==> src/rtl/nonce_dispatcher.sv <==
// Nonce sweep controller for a double-SHA256 header hasher: issues nonce-stamped headers, compares digests to target.
// Optional NONCE_DISPATCH_HASH_CAPTURE_EN adds a found_hash output holding the winning digest.
module nonce_dispatcher #(
    parameter int unsigned DEPTH = 8,
    parameter int unsigned CNT_W = 32
) (
    input  logic               clk,
    input  logic               rst,
    input  logic               start,
    input  logic               abort,
    input  logic [639:0]       template,
    input  logic [255:0]       target,
    input  logic [31:0]        nonce_first,
    input  logic [31:0]        nonce_last,
    output logic [639:0]       hdr_out,
    output logic               hdr_valid,
    input  logic               hdr_ready,
    input  logic [255:0]       hash_in,
    input  logic               hash_valid,
    output logic               busy,
    output logic               done,
    output logic               found,
    output logic [31:0]        found_nonce,
    output logic [CNT_W-1:0]   hash_count,
    output logic               protocol_err
`ifdef NONCE_DISPATCH_HASH_CAPTURE_EN
    ,
    output logic [255:0]       found_hash
`endif
);

    localparam int unsigned AW = (DEPTH > 1) ? $clog2(DEPTH) : 1;
    localparam int unsigned IW = $clog2(DEPTH + 1);

    typedef enum logic [1:0] {IDLE, RUN, DRAIN, DONE} state_t;

    state_t          state, next_state;
    logic [639:32]   tmpl_q;
    logic [255:0]    target_q;
    logic [31:0]     last_q;
    logic [31:0]     cur_nonce;
    logic            issued_all;
    logic [31:0]     fifo [DEPTH];
    logic [AW-1:0]   wr_ptr, rd_ptr;
    logic [IW-1:0]   inflight;
    logic            issue, ret, hit;
    logic            unused_nonce_slot;

    assign unused_nonce_slot = ^template[31:0];

    assign hdr_out = {tmpl_q, cur_nonce[7:0], cur_nonce[15:8], cur_nonce[23:16], cur_nonce[31:24]};

    always_ff @(posedge clk) begin
        if (rst) state <= IDLE;
        else     state <= next_state;
    end

    always_comb begin
        next_state = state;
        hdr_valid  = 1'b0;
        busy       = 1'b0;
        done       = 1'b0;
        // inflight is only non-zero in RUN/DRAIN, so any accepted digest is a FIFO pop
        ret        = hash_valid && (inflight != '0);
        hit        = 1'b0;
        case (state)
            IDLE: begin
                if (start) next_state = RUN;
            end
            RUN: begin
                busy      = 1'b1;
                hdr_valid = !issued_all && (inflight < IW'(DEPTH));
                hit       = ret && (hash_in <= target_q);
                if (hit || abort)                        next_state = DRAIN;
                else if (issued_all && inflight == '0)   next_state = DONE;
            end
            DRAIN: begin
                busy = 1'b1;
                if (inflight == '0) next_state = found ? DONE : IDLE;
            end
            DONE: begin
                done       = 1'b1;
                next_state = IDLE;
            end
            default: next_state = IDLE;
        endcase
        issue = hdr_valid && hdr_ready;
    end

    always_ff @(posedge clk) begin
        if (issue) fifo[wr_ptr] <= cur_nonce;
    end

    always_ff @(posedge clk) begin
        if (rst) begin
            tmpl_q       <= '0;
            target_q     <= '0;
            last_q       <= '0;
            cur_nonce    <= '0;
            issued_all   <= 1'b0;
            wr_ptr       <= '0;
            rd_ptr       <= '0;
            inflight     <= '0;
            found        <= 1'b0;
            found_nonce  <= '0;
            hash_count   <= '0;
            protocol_err <= 1'b0;
        end else begin
            if (state == IDLE && start) begin
                tmpl_q       <= template[639:32];
                target_q     <= target;
                last_q       <= nonce_last;
                cur_nonce    <= nonce_first;
                issued_all   <= 1'b0;
                found        <= 1'b0;
                found_nonce  <= '0;
                hash_count   <= '0;
                protocol_err <= 1'b0;
            end
            if (issue) begin
                wr_ptr    <= (wr_ptr == AW'(DEPTH - 1)) ? '0 : wr_ptr + 1'b1;
                cur_nonce <= cur_nonce + 32'd1;
                if (cur_nonce == last_q) issued_all <= 1'b1;
            end
            if (ret) begin
                rd_ptr <= (rd_ptr == AW'(DEPTH - 1)) ? '0 : rd_ptr + 1'b1;
                if (hash_count != '1) hash_count <= hash_count + 1'b1;
            end
            if (issue && !ret)      inflight <= inflight + 1'b1;
            else if (!issue && ret) inflight <= inflight - 1'b1;
            if (hit) begin
                found       <= 1'b1;
                found_nonce <= fifo[rd_ptr];
            end
            // a stray digest that coincides with start still leaves the error set
            if (hash_valid && inflight == '0) protocol_err <= 1'b1;
        end
    end

`ifdef NONCE_DISPATCH_HASH_CAPTURE_EN
    always_ff @(posedge clk) begin
        if (rst)                        found_hash <= '0;
        else if (state == IDLE && start) found_hash <= '0;
        else if (hit)                   found_hash <= hash_in;
    end
`endif

endmodule
==> config.mk <==
export PLATFORM = sky130hd
export DESIGN_NAME = nonce_dispatcher
export DESIGN_NICKNAME = d
export VERILOG_FILES = /design/src/rtl/nonce_dispatcher.sv
export SDC_FILE = /design/constraint.sdc
export NUM_CORES = 2
export LEC_CHECK = 0
export ABC_AREA = 1
export CAP_MARGIN = 20
export CORE_AREA = 4 4 755 757
export DETAILED_ROUTE_END_ITERATION = 12
export DIE_AREA = 0 0 759 761
export GPL_TIMING_DRIVEN = 0
export PLACE_DENSITY = 0.3
export RECOVER_POWER = 25
export SYNTH_ARGS = -nofsm -noshare
export SYNTH_HDL_FRONTEND = slang
export SYNTH_SLANG_ARGS = --single-unit
==> constraint.sdc <==
create_clock -name clk -period 4.4 [get_ports clk]
set_input_delay 0.44 -clock clk [delete_from_list [all_inputs] [get_ports clk]]
set_output_delay 0.44 -clock clk [all_outputs]
set_load 0.01 [all_outputs]
# == Yosys cells after proc, flatten, opt, wreduce, memory -nomap -nowiden ==
# Memories as Yosys holds them, arrays and structs flattened. A register that Yosys moved wholly into a read port is not among the register bits.
# Index checks and enable logic that the tools add are counted.
# totals
mem_bits_rw,256
out_inout_bits,709
latch_bits,0
reg_bits,1007
input_bits,1222
romBits,0
word_cells,85
n_memories,1
# memory_table
name,depth,width,rd,rd_clocked_by_memory_dff,wr,line_no,rtl
fifo,8,32,1,1,1,43,logic [31:0] fifo [DEPTH];
# classes
div_mod_pow,0
n_shift,0
mul,0
n_eq_ne,10
reduce_logical,22
order_cmp,2
add_sub_neg,6
mux,31
bitwise,0
# op_table
cell,n
256-bit less-or-equal comparator,1
32-bit two-way mux,7
"32-bit by 1-bit adder with 32-bit output, second input constant",2
32-bit equality test,1
"32-bit != test, second input constant",1
1-bit two-way mux,12
3-bit two-way mux,4
2-bit two-way mux,5
1-bit logical AND,9
4-bit two-way mux,2
2-bit one-hot mux with 4 select lines,1
2-bit nonzero test,4
"3-bit by 1-bit adder with 3-bit output, second input constant",2
"3-bit equality test, second input constant",2
"4-bit by 1-bit adder with 4-bit output, second input constant",1
"2-bit equality test, second input constant",2
4-bit zero test,1
"4-bit < comparator, second input constant",1
"2-bit != test, second input constant",2
4-bit nonzero test,1
"4-bit by 1-bit subtractor with 4-bit output, second input constant",1
1-bit zero test,3
"3-bit != test, second input constant",1
3-bit AND reduction,1
4 further kinds,4

# == Depth between registers and ports, before layout ==
# depth
depth_word,8
ltp_mapped,23
depth_no_buf,23

# == Worst setup path before layout ==
# Ideal clock, no wire load.
# synth_path
path_type,reg2reg
from,reg state[1]
to,mem fifo[2][0] (enable)
synth_period_minus_slack_ns,4.478
path_buffers,1
setup_time_ns,0.461
setup_slack_ns,-0.078
t_required_ns,3.939
path_stages_with_launch,10
arrival_time_ns,4.017
path_cell_list,dfxtp_1 inv_1 ha_1 inv_1 nor3_1 nand2_1 inv_1 buf_1 nand2_1 nor3_1
# synth_via
elab_chain_cells,5
# synth_rtl
item,line_no,rtl
"start, declared",37,"state_t state, next_state;"
"start signal, assigned",55,else state <= next_state;
2-bit by 1-bit equality test with 1-bit output,66,case (state)
1-bit two-way mux,66,
via hdr_valid,16,"output logic hdr_valid,"
1-bit logical AND,87,issue = hdr_valid && hdr_ready;
1-bit two-way mux,91,if (issue) fifo[wr_ptr] <= cur_nonce;
1-bit two-way mux (not written as such),91,
"end, declared",43,
# The timed path passes the listed nets, and every way through them passes these cells.

# == Worst setup path after layout ==
# layout_path
from,reg target_q[255]
to,reg found_nonce[29]
# layout_via
elab_chain_cells,4
word_cells_on_any_way,5
classes_between,1 x order compare; 2 x mux; 2 x reduce/logical
# layout_rtl
item,line_no,rtl
"start, declared",39,logic [255:0] target_q;
"start signal, assigned",111,target_q <= target;
256-bit less-or-equal comparator (*),73,hit = ret && (hash_in <= target_q);
1-bit logical AND (*),73,
1-bit two-way mux (*),66,
32-bit two-way mux or 2-bit nonzero test (tied branches),-,
"end signal, assigned",133,found_nonce <= fifo[rd_ptr];
"end, declared",23,"output logic [31:0] found_nonce,"
# Every way passes the cells marked *; elsewhere a longest branch is shown, timed or not.
# A chain may end at the register's enable or synchronous reset.

==> impl_metrics.py <==
metrics = {
    "pwr": {
        "power_density_nw_per_um2": 570,
        "swShare_pct": 40.3,
        "peakVddDrop_mv": 0.339,
        "total_leakage_power_nw": 32.0,
        "p_clk_share_pct": 30.6,
        "power_frac_seq_pct": 31.8,
        "combPwrFrac_pct": 37.7,
        "internal-power_mw": 30.1,
        "power_switching_mw": 20.4,
    },
    "grt": {
        "grt_usage_pct": 17.0,
        "grt_first_pass_wirelength_um": 630000,
        "grt_max_degree": 23,
        "antenna_found_initial": 416,
        "grt_pass1_vias": 53397,
        "grt_overflow": 0,
    },
    "worst_setup_path": {
        "crit_type": "reg2reg",
        "critPathLaunchType": "flop",
        "cp.arrival_ns": 4.86,
        "critPathBufInv": 3,
        "crit_top_cell": "nand2_1",
        "crit_required_ns": 5.20,
        "cp_slowest_cell": "a21oi_2",
        "crit_family": "compound AO/OA/AOI/OAI gates",
        "worst_setup_path_end_kind": "flop",
        "slowest_delay_ns": 0.48,
        "cp_max_fo": 10,
        "path_cells": "inv_1, ha_1, a21oi_2, o21ai_0, a21oi_1, nand2_1, a21oi_1, nand2_1, a21oi_2, nand2_1, nand2_1, nand3_4, clkinv_2, buf_6, nand2_1, a21oi_1",
    },
    "timing": {
        "fin_skew_ns": 0.0847,
        "slew-limit-headroom_pct": 17.4,
        "fmax_ghz": 0.246,
        "drv_slew": 0,
        "period_needed_ns": 4.06,
        "rsz0062_at_grt": "no",
        "final-hold-violation-count": 0,
        "period_share_pct": 92.2,
        "setup_viol": 0,
        "tightest_slew_ns": 1.23,
    },
    "synthesis": {
        "synth_cell_types": 60,
        "synth-seq-area-share_pct": 53.1,
        "synth_compound_area_share_pct": 16.5,
        "avgSynthCellArea_um2": 8.26,
        "synth_nets": 7860,
        "syn_inst": 6367,
        "syn_area_um2": 52600,
        "ys.warnings.count": 0,
        "synthAdderAreaFrac_pct": 6.46,
        "synth_top_family_by_area": "simple AND/OR/NAND/NOR gates",
        "synthFlopType": "dfxtp_1",
        "synth.ff_latch_count": 1266,
        "synth-edff-count": 256,
        "synthXorXnorAreaFrac_pct": 0.849,
        "synth.mux.area_fraction_pct": 0,
        "postSynth.asyncResetShare_pct": 0,
        "yosys.area_share.simple_pct": 17.4,
    },
    "run_status": {
        "run_status": "finished clean",
    },
    "detailed_routing": {
        "dr.first_iter.drc_count": 4864,
        "wl_per_cell_um": 31.3,
        "via_per_inst": 3.39,
        "via_count": 55600,
        "ant_nets": 0,
        "finalWirelength_um": 513000,
        "drc_errors": 0,
        "first_pass_iters": 5,
    },
    "cts": {
        "tritoncts": "yes",
        "clock_latency_ns": 0.92,
        "htreeDepth": 4,
        "cts_buffers": 180,
        "clockRootBuffer": "clkbuf_16",
        "postCtsHoldBufs": 0,
        "clock-sinks": 1266,
        "clkTransAtPathRegs_ns": 0.06,
        "clockBufferDepth": 4,
        "post_cts_buffers": 0,
    },
    "finish": {
        "fillCellCount": 64134,
        "final_nets": 9992,
        "syn_to_final_growth_pct": 68.3,
        "mostFrequentLayoutCells": "nor2_1 (1635), clkdlybuf4s50_1 (1597), o21ai_0 (1052), dfxtp_1 (1010), nand2_1 (464)",
        "layout_commonest_cell": "nor2_1",
        "layout-drive-gt1-share_pct": 4.80,
        "final_util_pct": 15.7,
        "final_cell_area_um2": 88500,
    },
    "floorplanning": {
        "core-area_um2": 564000,
        "chipHeight_um": 761,
        "dieWidth_um": 759,
        "rows": 276,
        "die-area_um2": 578000,
        "initial_utilization_pct": 9.33,
        "ios": 1931,
    },
    "placed_design": {
        "gp_congestion": 0.932,
        "portBuffers": 1898,
        "dpl-instance-area_um2": 81800,
        "dpl.hpwl_um": 450000,
    },
    "job": {
        "cap_violations": 0,
    },
    "min_path": {
        "worstHoldPathType": "in2reg",
    },
}
## kinds of logic after synthesis
logic type,Yosys count
AND/OR/NAND/NOR,2315
AO/OA/AOI/OAI,1674
flip-flops,1266
buffers and inverters,790
adder cells (fa/ha/maj),271
XOR/XNOR,51
## registers in the layout, indices dropped and copies added, names as in the netlist, named ones only
register / count
cur_nonce: 32
fifo: 256
found: 1
found_nonce: 32
hash_count: 32
inflight: 4
issued_all: 1
last_q: 32
protocol_err: 1
rd_ptr: 3
state: 2
target_q: 256
tmpl_q: 608
wr_ptr: 3
## layout make-up
type,instances,area (µm²),area share (%)
Sequential cell,1266,27900,31.5
Multi-Input combinational cell,4311,21800,24.6
Timing Repair Buffer,1950,19700,22.3
Tap cell,7506,9390,10.6
Clock buffer,261,5250,5.92
Inverter,410,1540,1.74
Buffer,380,1500,1.70
Clock inverter,65,832,0.940
Antenna cell,247,618,0.698
## power groups by stage
| stage | Clock (mW) | Sequential (mW) | Combinational, mW |
|---|---|---|---|
| floorplan | 0 | 16.4 | 7.42 |
| global placement | 0 | 16.3 | 19.4 |
| detailed placement | 0 | 16.3 | 19.5 |
| CTS | 16.0 | 16.1 | 19.6 |
| global route | 16.4 | 16.3 | 20.8 |
| finish | 15.4 | 16.1 | 19.0 |
## final timing paths
path | from | endpoint | slack [ns] | cells after the start
setup / recovery | target_q[255]$_SDFFE_PP0P_ | found_nonce[29]$_SDFFE_PP0P_ | 0.34 | 16
hold / removal | hash_valid | protocol_err$_SDFFE_PP0P_ | 0.15 | 3
setup reg to reg | target_q[255]$_SDFFE_PP0P_ | found_nonce[29]$_SDFFE_PP0P_ | 0.34 | 16
hold reg to reg | target_q[219]$_SDFFE_PP0P_ | target_q[219]$_SDFFE_PP0P_ | 0.45 | 2
## worst reg2reg max path: stages (launching register included)
cell,delay (ns)
dfxtp_1,0.30
inv_1,0.20
ha_1,0.31
a21oi_2,0.31
o21ai_0,0.16
a21oi_1,0.25
nand2_1,0.12
a21oi_1,0.13
nand2_1,0.16
a21oi_2,0.48
nand2_1,0.12
nand2_1,0.22
nand3_4,0.31
clkinv_2,0.35
buf_6,0.22
nand2_1,0.17
a21oi_1,0.17
## stage by stage
stage / TNS (ns) / worst slack (ns) / total power [mW] / instances / hold WS (ns)
after detailed placement: -77.67 / -0.672 / 35.8 / 15822 / 0.453
after global placement: -1902.22 / -4.68 / 35.7 / 15771 / 0.447
after floorplan: 0 / 0.101 / 23.9 / 6367 / 0.433
after global routing: 0 / 0.0641 / 53.5 / 16180 / 0.0628
final: 0 / 0.342 / 50.5 / 16396 / 0.149
after CTS: 0 / 0.0474 / 51.8 / 16148 / 0.0230
## synthesized netlist by cell type (2+ instances only)
cell type	n	area share [%]
dfxtp_1	1010	38
or4_1	2	0.029
nor3_1	46	0.44
edfxtp_1	256	15
nand2_2	10	0.12
nand3_1	79	0.75
xor2_1	36	0.60
a21oi_1	452	4.3
buf_2	4	0.038
nor4_1	8	0.095
a21o_1	14	0.20
a22oi_1	2	0.029
and3_1	2	0.024
clkbuf_1	355	2.5
o22ai_1	32	0.38
buf_6	4	0.086
a221oi_1	2	0.033
o21ai_1	4	0.038
xnor2_1	15	0.25
nand3_2	2	0.038
nor2_4	7	0.15
inv_1	399	2.8
nor2_1	1642	12
buf_4	4	0.057
buf_1	13	0.093
nand2_1	465	3.3
a2111oi_0	4	0.067
o21a_1	15	0.21
and2_1	2	0.024
a31oi_1	45	0.54
o211ai_1	4	0.057
ha_1	270	6.4
inv_2	8	0.057
nor4_2	2	0.048
nand4_1	30	0.36
o21bai_1	10	0.14
o21ai_0	1073	10
o31ai_1	3	0.043
nor2_2	7	0.083
a211oi_1	5	0.071
o211a_1	2	0.038
clkinv_1	2	0.014
nor3b_1	3	0.043
## layer usage
metal	track usage, %	vias to the layer above	routed length, µm	part of all wire [%]
li1	-	25813	-	-
met1	21.3	26329	219000	43
met2	24.6	2513	208000	41
met3	9.94	741	69900	14
met4	4.54	204	15300	3.0
met5	0	-	1290	0.25
## repair_timing
action	4_1_cts	5_1_grt
hold endpoints to repair	0	0
resized for setup	8	5
endpoints found under the setup margin	209	6
cloned	0	0
pin swaps	0	0
No activity file was read; power rests on OpenSTA's default activity.
